===== src/rtl/fetch_pkg.sv =====
// Shared types and constants for the instruction fetch stage.
// Optional build macro: FETCH_ALIGN_CHECK_EN enables the redirect-alignment
// and instruction-memory range fault check.
package fetch_pkg;

    localparam int unsigned INSTR_W          = 32;
    localparam logic [31:0] RESET_PC_DEFAULT = 32'h0000_0000;
    localparam logic [31:0] PC_INC           = 32'd4;

    // Fetch stage sequencing states
    typedef enum logic [1:0] {
        S_BOOT  = 2'd0,
        S_RUN   = 2'd1,
        S_HOLD  = 2'd2,
        S_FAULT = 2'd3
    } fetch_state_t;

    // Sequential next address; wraps naturally at 2^32.
    function automatic logic [31:0] pc_incr(input logic [31:0] pc);
        return pc + PC_INC;
    endfunction

endpackage


===== src/rtl/fetch_pc_gen.sv =====
// Next-PC selection for the fetch stage: redirect, sequential advance or hold,
// plus the optional alignment / range fault detection.
// Optional build macro: FETCH_ALIGN_CHECK_EN (fault checks; otherwise redirect
// targets are silently word-aligned and no fault is ever raised).
module fetch_pc_gen
    import fetch_pkg::*;
#(
    parameter int unsigned IMEM_DEPTH = 1024
) (
    input  fetch_state_t state,
    input  logic [31:0]  pc,
    input  logic         redirect_valid,
    input  logic [31:0]  redirect_pc,
    input  logic         id_valid,
    input  logic         id_ready,
    output logic [31:0]  pc_next,
    output logic [31:0]  pc_plus4,
    output logic         advance,
    output logic         align_fault,
    output logic         range_fault
);

    localparam logic [29:0] DEPTH_LIM = 30'(IMEM_DEPTH);

    logic        accept;
    logic [31:0] redirect_target;

    // Output slot can take a new word when empty or being consumed.
    assign accept   = !id_valid || id_ready;
    assign pc_plus4 = pc_incr(pc);

`ifdef FETCH_ALIGN_CHECK_EN
    assign redirect_target = redirect_pc;
    assign align_fault     = redirect_valid && (redirect_pc[1:0] != 2'b00);
    assign range_fault     = (state == S_RUN) && (pc[31:2] >= DEPTH_LIM);
`else
    assign redirect_target = {redirect_pc[31:2], 2'b00};
    assign align_fault     = 1'b0;
    assign range_fault     = 1'b0;
    logic unused_cfg;
    assign unused_cfg = &{1'b0, redirect_pc[1:0], DEPTH_LIM};
`endif

    // A new word is captured from RUN when the slot accepts, or leaving HOLD.
    always_comb begin
        advance = ((state == S_RUN) && accept) || ((state == S_HOLD) && id_ready);
    end

    // Priority: fault freeze, redirect, range fault, sequential advance, hold.
    always_comb begin
        pc_next = pc;
        if (state == S_FAULT) begin
            pc_next = pc;
        end else if (redirect_valid) begin
            pc_next = align_fault ? pc : redirect_target;
        end else if (range_fault) begin
            pc_next = pc;
        end else if ((state != S_BOOT) && advance) begin
            pc_next = pc_plus4;
        end
    end

endmodule


===== src/rtl/fetch_unit.sv =====
// Instruction fetch stage: owns the PC, addresses the combinational
// instruction memory and registers instruction + PC into a valid/ready slot
// for decode. Redirects re-steer the PC and flush the slot.
// Handshake: id_* transfers on a rising edge where id_valid && id_ready;
// id_* hold steady while id_valid && !id_ready.
// Optional build macro: FETCH_ALIGN_CHECK_EN (sticky fetch_fault on misaligned
// redirect or out-of-range PC; fetch_fault stays 0 otherwise).
module fetch_unit
    import fetch_pkg::*;
#(
    parameter logic [31:0] RESET_PC   = RESET_PC_DEFAULT,
    parameter int unsigned IMEM_DEPTH = 1024
) (
    input  logic               clk,
    input  logic               rst,
    output logic [31:0]        imem_addr,
    input  logic [INSTR_W-1:0] imem_rdata,
    input  logic               redirect_valid,
    input  logic [31:0]        redirect_pc,
    input  logic               id_ready,
    output logic               id_valid,
    output logic [INSTR_W-1:0] id_instr,
    output logic [31:0]        id_pc,
    output logic [31:0]        id_pc_plus4,
    output logic               fetch_fault,
    output fetch_state_t       dbg_state
);

    fetch_state_t state;
    logic [31:0]  pc;
    logic [31:0]  pc_next;
    logic [31:0]  pc_plus4;
    logic         advance;
    logic         align_fault;
    logic         range_fault;

    fetch_pc_gen #(
        .IMEM_DEPTH (IMEM_DEPTH)
    ) u_pc_gen (
        .state          (state),
        .pc             (pc),
        .redirect_valid (redirect_valid),
        .redirect_pc    (redirect_pc),
        .id_valid       (id_valid),
        .id_ready       (id_ready),
        .pc_next        (pc_next),
        .pc_plus4       (pc_plus4),
        .advance        (advance),
        .align_fault    (align_fault),
        .range_fault    (range_fault)
    );

    assign imem_addr = pc;
    assign dbg_state = state;

    // Program counter register.
    always_ff @(posedge clk) begin
        if (!rst) begin
            pc <= RESET_PC;
        end else begin
            pc <= pc_next;
        end
    end

    // Fetch sequencing FSM and the registered decode slot.
    always_ff @(posedge clk) begin
        if (!rst) begin
            state       <= S_BOOT;
            id_valid    <= 1'b0;
            id_instr    <= '0;
            id_pc       <= '0;
            id_pc_plus4 <= '0;
            fetch_fault <= 1'b0;
        end else begin
            case (state)
                S_FAULT: begin
                    state <= S_FAULT;
                end
                default: begin
                    if (redirect_valid) begin
                        // Any word in the slot is flushed; a handshake this
                        // edge still completes on the decode side.
                        id_valid <= 1'b0;
                        if (align_fault) begin
                            fetch_fault <= 1'b1;
                            state       <= S_FAULT;
                        end else begin
                            state <= S_RUN;
                        end
                    end else if (range_fault) begin
                        fetch_fault <= 1'b1;
                        id_valid    <= 1'b0;
                        state       <= S_FAULT;
                    end else if (state == S_BOOT) begin
                        state <= S_RUN;
                    end else if (advance) begin
                        id_valid    <= 1'b1;
                        id_instr    <= imem_rdata;
                        id_pc       <= pc;
                        id_pc_plus4 <= pc_plus4;
                        state       <= S_RUN;
                    end else begin
                        state <= S_HOLD;
                    end
                end
            endcase
        end
    end

endmodule


===== config.mk =====
export PLATFORM = sky130hd
export DESIGN_NAME = fetch_unit
export DESIGN_NICKNAME = d
export VERILOG_FILES = /design/src/rtl/fetch_pkg.sv /design/src/rtl/fetch_pc_gen.sv /design/src/rtl/fetch_unit.sv
export SDC_FILE = /design/constraint.sdc
export NUM_CORES = 1
export LEC_CHECK = 0
export ABC_AREA = 1
export CAP_MARGIN = 20
export CELL_PAD_IN_SITES_DETAIL_PLACEMENT = 0
export CELL_PAD_IN_SITES_GLOBAL_PLACEMENT = 1
export CORE_UTILIZATION = 30
export CTS_CLUSTER_SIZE = 8
export DETAILED_ROUTE_END_ITERATION = 8
export PLACE_DENSITY = 0.87
export SYNTH_ARGS = -nofsm -noshare
export SYNTH_HDL_FRONTEND = slang
export SYNTH_HIERARCHICAL = 1
export SYNTH_SLANG_ARGS = --single-unit

===== constraint.sdc =====
create_clock -name clk -period 2.1 [get_ports clk]
set_clock_uncertainty 0.1 [all_clocks]
set_input_delay 0.42 -clock clk [delete_from_list [all_inputs] [get_ports clk]]
set_output_delay 0.42 -clock clk [all_outputs]
set_load 0.01 [all_outputs]

---- Word-level counts from Yosys, hierarchy flattened ----
Index checks and enable logic that the tools add are counted.
word-level totals
  flip-flop bits (word level) ............. 131
  latch bits .............................. 0
  RAM bits ................................ 0
  memory bits (read-only) ................. 0
  output and inout bits ................... 132
  memories ................................ 0
cells by class
  add/sub/neg operators ................... 1
  multiply operators ...................... 0
  div/mod/pow operators ................... 0
  $lt $le $gt $ge ......................... 0
  equality and inequality tests ........... 4
  shift-type cells ........................ 0
  mux-type cells .......................... 9
  bitwise gates (word level) .............. 3
  reduce and logical (&&, ||, !) cells .... 13
operators by type and width
  kind                   count
  $mux 32                2
  $add 32x3->32 const B  1
  $mux 2                 4
  $reduce_bool 2->1      3
  $eq 2x2->1 const B     2
  $reduce_and 4->1       1
  $logic_and 1x1->1      3
  $mux 1                 3
  $not 1->1              3
  $reduce_and 3->1       1
  $eq 2x1->1 const B     1
  $logic_not 2->1        1
  $logic_or 1x1->1       2
  $ne 2x2->1 const B     1
  $reduce_and 2->1       1
  $logic_not 1->1        1

---- Longest topological paths before layout ----
  word-level depth ........................ 8
  gate-level depth with buffers ........... 13

---- Modules after synthesis ----
Netlist, hierarchy kept.
by module, submodules not included
  module        times used  cells each  area an instance (µm²)
  fetch_unit    1           758         5305.1
  fetch_pc_gen  1           420         1949.4

---- Worst setup path before layout ----
No wires, ideal clock.
  path type ............................... flip-flop to flip-flop
  from .................................... register state[0], in the netlist dbg_state[0]
  to ...................................... register id_instr[0]
  setup time .............................. 0.113 ns
  arrival ................................. 1.932 ns
  required time ........................... 1.887 ns
  slack ................................... -0.044 ns
  cell stages (with the launch flop) ...... 14
  path buffers ............................ 4
  period minus slack after synthesis ...... 2.144 ns
  cell sequence ........................... dfxtp_1 > inv_1 > nor2_1 > o21ai_0 > nand2_1 > buf_2 > buf_4 > inv_1 > nor2_2 > buf_2 > buf_2 > nand4_1 > nand2_1 > nor2_1
on the way
  longest elaborated chain between the ends .. 4
RTL lines
  element                                          line                source
  start: declaration                               fetch_unit.sv:29    fetch_state_t state;
  start signal: assignment                         fetch_unit.sv:68    state <= S_BOOT;
  start signal: assignment                         fetch_unit.sv:77    state <= S_FAULT;
  start signal: assignment                         fetch_unit.sv:86    state <= S_FAULT;
  $eq 2x1->1 / $eq 2x2->1 (equally long branches)  fetch_pc_gen.sv:46  advance = ((state == S_RUN) && accept) || ((state == S_HOLD) && id_ready);
  $logic_and 1x1->1                                fetch_pc_gen.sv:46
  $logic_or 1x1->1 (*)                             fetch_pc_gen.sv:46
  via advance                                      fetch_unit.sv:33    logic advance;
  $reduce_and 4->1 (no source line) (*)            --
  end signal: assignment                           fetch_unit.sv:98    id_instr <= imem_rdata;
  end: declaration                                 fetch_unit.sv:22    output logic [INSTR_W-1:0] id_instr,
The timed path passes the listed nets; every way through them passes the cells marked *.
A chain may end at the register's enable or synchronous reset.

---- Worst setup path in the final report ----
  from .................................... register pc[19], in the netlist imem_addr[19]
  to ...................................... output port imem_addr[19]
RTL lines
  element                   line              source
  start: declaration        fetch_unit.sv:30  logic [31:0] pc;
  start signal: assignment  fetch_unit.sv:61  pc <= pc_next;
  end: declaration          fetch_unit.sv:16  output logic [31:0] imem_addr,
No word-level cell between the ends.

==> key figures <==
Run status
  • Status: finished, final reports clean

Run
  • Max cap viols: 0

Drt
  • Drt first pass iters: 5
  • WL per Instance: between 10 and 15 um
  • Final wirelength: 23,830 um
  • 1st-iter DRT viols: between 400 and 500
  • Detail Route Antenna Nets: 0
  • DR vias: 7,762
  • Drt via density: 4.555
  • Residual DRC: 0

Setup path
  • Worst path depth: 1
  • Flop2flop setup slack: ~0.20 ns
  • Arrival time of the worst setup path: roughly 1.5 ns
  • Worst-path maximum fanout: 7
  • Largest stage delay on the critical path: 0.60 ns
  • Reg-to-reg startpoint: imem_addr[3]
  • CP Launch Type: flip-flop
  • Critical path type: reg2out
  • Crit-path slowest cell: clkdlybuf4s50_1
  • Crit path cell chain: clkdlybuf4s50_1
  • CP required: 1.58 ns
  • Critical path capture point type: output port
  • CP startpoint: imem_addr[19]
  • Crit path max-delay family: buffers and inverters
  • CP endpoint: imem_addr[19]
  • Reg-to-Reg End: id_pc_plus4[28]
  • Worst Reg-to-Reg Cells: 12
  • WP buf/inv: 1

Pwr
  • Total chip power: 7.460 mW
  • Leakage: 4.698 nW
  • Worst vdd ir: 0.0005355 V
  • Power Density: 712.6 mW/mm^2

Clock tree
  • Clock Sinks: 132
  • Clock buffer depth: 2
  • Post-CTS setup buffer count: 0
  • Clk pin slew, worst setup/hold paths: 0.06 ns
  • CTS tree: yes
  • Worst skew pair latency: 0.44 ns
  • H-tree depth: 4
  • Hold buffers post-CTS: 0
  • CTS root buffer: clkbuf_16
  • Num CTS Buffers: 17

Yosys
  • Largest family of logic cells by synthesized area: simple AND/OR/NAND/NOR gates
  • Number of synthesized flops with an enable pin: 0
  • Simple-gate share of the synthesized area: 0.4257
  • Share of flip-flops with an asynchronous set or reset: 0
  • Synthesized area per cell: 6.158 sq um
  • Compound-Gate Fraction of Synth Area: 0.04605
  • Sequential-to-total area share from yosys stat: 0.3643
  • FF+latch count, synth: 132
  • Post-synthesis adder-cell area fraction: 0.001725
  • Most used DFF post-synth: dfxtp_1
  • Yosys warnings: 6
  • Synth Area in XOR/XNOR: 0.01052
  • Cell Area, Synth: 0.007254 sq mm
  • Cells after synthesis: 1,178
  • Synth cell types: 33
  • Post-synthesis mux area share: 0

Global route
  • GRT Resource Usage Total: 0.1980
  • GRT overflow: 0
  • First-pass GRT wire length: 37,930 um
  • Number of global-route vias before repair: 7,273
  • Largest net degree at the start of global routing: 41
  • Initial antenna violation count: 0

Layout
  • Final-layout fill cell count: 2,447
  • Nets: ~1,400
  • Most frequent cells in the layout: nand2_1 (282), nor2_1 (246), inv_1 (204)
  • Antenna Cells: 0
  • Synth-to-layout area growth: 44.31%
  • Register area: approximately 0.0027 sq mm
  • Non-filler instance count after layout: 1,704
  • Multi-input gate area: approximately 0.0035 sq mm
  • Commonest non-fill, non-tap cell in the layout: nand2_1
  • Layout cells sized above 1: 0.09170

Placed design
  • Gpl congestion: 0.8512
  • Placed cells: 1,672
  • Port bufs: 197
  • Post-DP HPWL: 17,320 um

Floorplan
  • Core region area: 0.02361 sq mm
  • Initial Utilization: 0.3072
  • DIE WIDTH: 157.5 um
  • Die height: 157.5 um
  • I/O pins: 200
  • Die Area: ~0.025 sq mm
  • Row cnt: 56

Timing
  • Period utilisation layout: 0.9818
  • Final number of setup-violating endpoints: 0
  • Unrepaired setup endpoints after global routing: no
  • Fmax: 485.0 MHz
  • Slew Limit Fails: 0
  • Min Tclk post-route: 2.062 ns
  • Final hold violations: 0

Worst hold path
  • HP Class: in2reg
[cells in the mapped netlist (2+ instances only)]
master	count	share of area
a21oi_1	18	0.012
clkbuf_1	26	0.013
nand2_1	283	0.15
dfxtp_1	132	0.36
nand3_2	2	0.0028
nor2_4	12	0.019
o21ai_0	37	0.026
nand2_4	3	0.0047
buf_4	10	0.010
nand4_1	97	0.084
a31oi_1	2	0.0017
nor2_2	6	0.0052
inv_1	204	0.11
o21bai_1	2	0.0021
nor2_1	247	0.13
nand2_2	6	0.0052
o21ai_1	3	0.0021
buf_2	25	0.017
xnor2_2	2	0.0045
xnor2_1	2	0.0024
xor2_1	3	0.0036
buf_1	9	0.0047
and2_1	5	0.0043
nand3_1	33	0.023
[cell type report]
type                    instances  area share
flip-flops and latches        132      0.2539
repair buffers                244      0.2398
well taps                     319     0.03813
clock inverters                15     0.01697
multi-input cells             773      0.3375
inverters                     204     0.07314
clock buffers                  17     0.04064
[worst min-delay path, cell delays in order]
cell and delay (ns):
buf_4 0.22, nand2_1 0.09, inv_1 0.03
[power by group]
part           switching, mW  internal, mW  total [mW]
Clock                   1.22          1.87        3.10
Combinational          0.837         0.734        1.57
Sequential             0.140          2.65        2.79
[how the worst min path moves through the flow]
stage,start,endpoint,slack [ns],cells after the start
finish,rst,imem_addr[5],0.27,3
detailed placement,fetch_fault,fetch_fault,0.35,2
floorplan,id_valid,id_valid,0.39,2
global placement,fetch_fault,fetch_fault,0.36,2
CTS,rst,imem_addr[5],0.26,3
global route,rst,imem_addr[20],0.30,3
[timing repair]
item,4_1_cts,5_1_grt
setup endpoints to repair,4,9
endpoints found under the hold margin,0,0
resized for setup,4,8
[cell families (layout without fill, tap and decap cells)]
group           Yosys count  in the layout
simple gates            699            699
buf+inv                 274            480
flops                   132            132
compound gates           64             64
xor+xnor                  7              7
fa+ha+maj                 1              1
other cells               1              2
[through the flow]
| step | hold slack (ns) | setup slack (ns) | instance area (sq um) | utilization | setup TNS, ns |
|---|---|---|---|---|---|
| floorplan | 0.3947 | 0.03618 | 7259 | - | 0 |
| detailed placement | 0.3541 | -0.05745 | 9849 | 0.4171 | -0.9817 |
| CTS | 0.2643 | 0.01335 | 10460 | 0.4429 | 0 |
| finish | 0.2687 | 0.03829 | 10470 | 0.4434 | 0 |
| global placement | 0.3566 | 0.0003657 | 9849 | 0.4171 | 0 |
| global route | 0.3027 | 0.01071 | 10470 | 0.4434 | 0 |
[sequential cells by signal, indices dropped and copies added (netlist names)]
register and count:
id_instr 32, id_pc 32, id_pc_plus4 32, imem_addr 32, dbg_state 2, fetch_fault 1
id_valid 1
[routing by layer]
| layer | global-route usage | routed length [um] | up-vias |
|---|---|---|---|
| met1 | 0.2439 | 10570 | 3522 |
| met2 | 0.3348 | 11120 | 223 |
| li1 | - | - | 3994 |
| met3 | 0.05176 | 1756 | 23 |
| met5 | 0 | 0 | - |
| met4 | 0.06195 | 386 | 0 |
No activity file was read; power rests on OpenSTA's default activity.
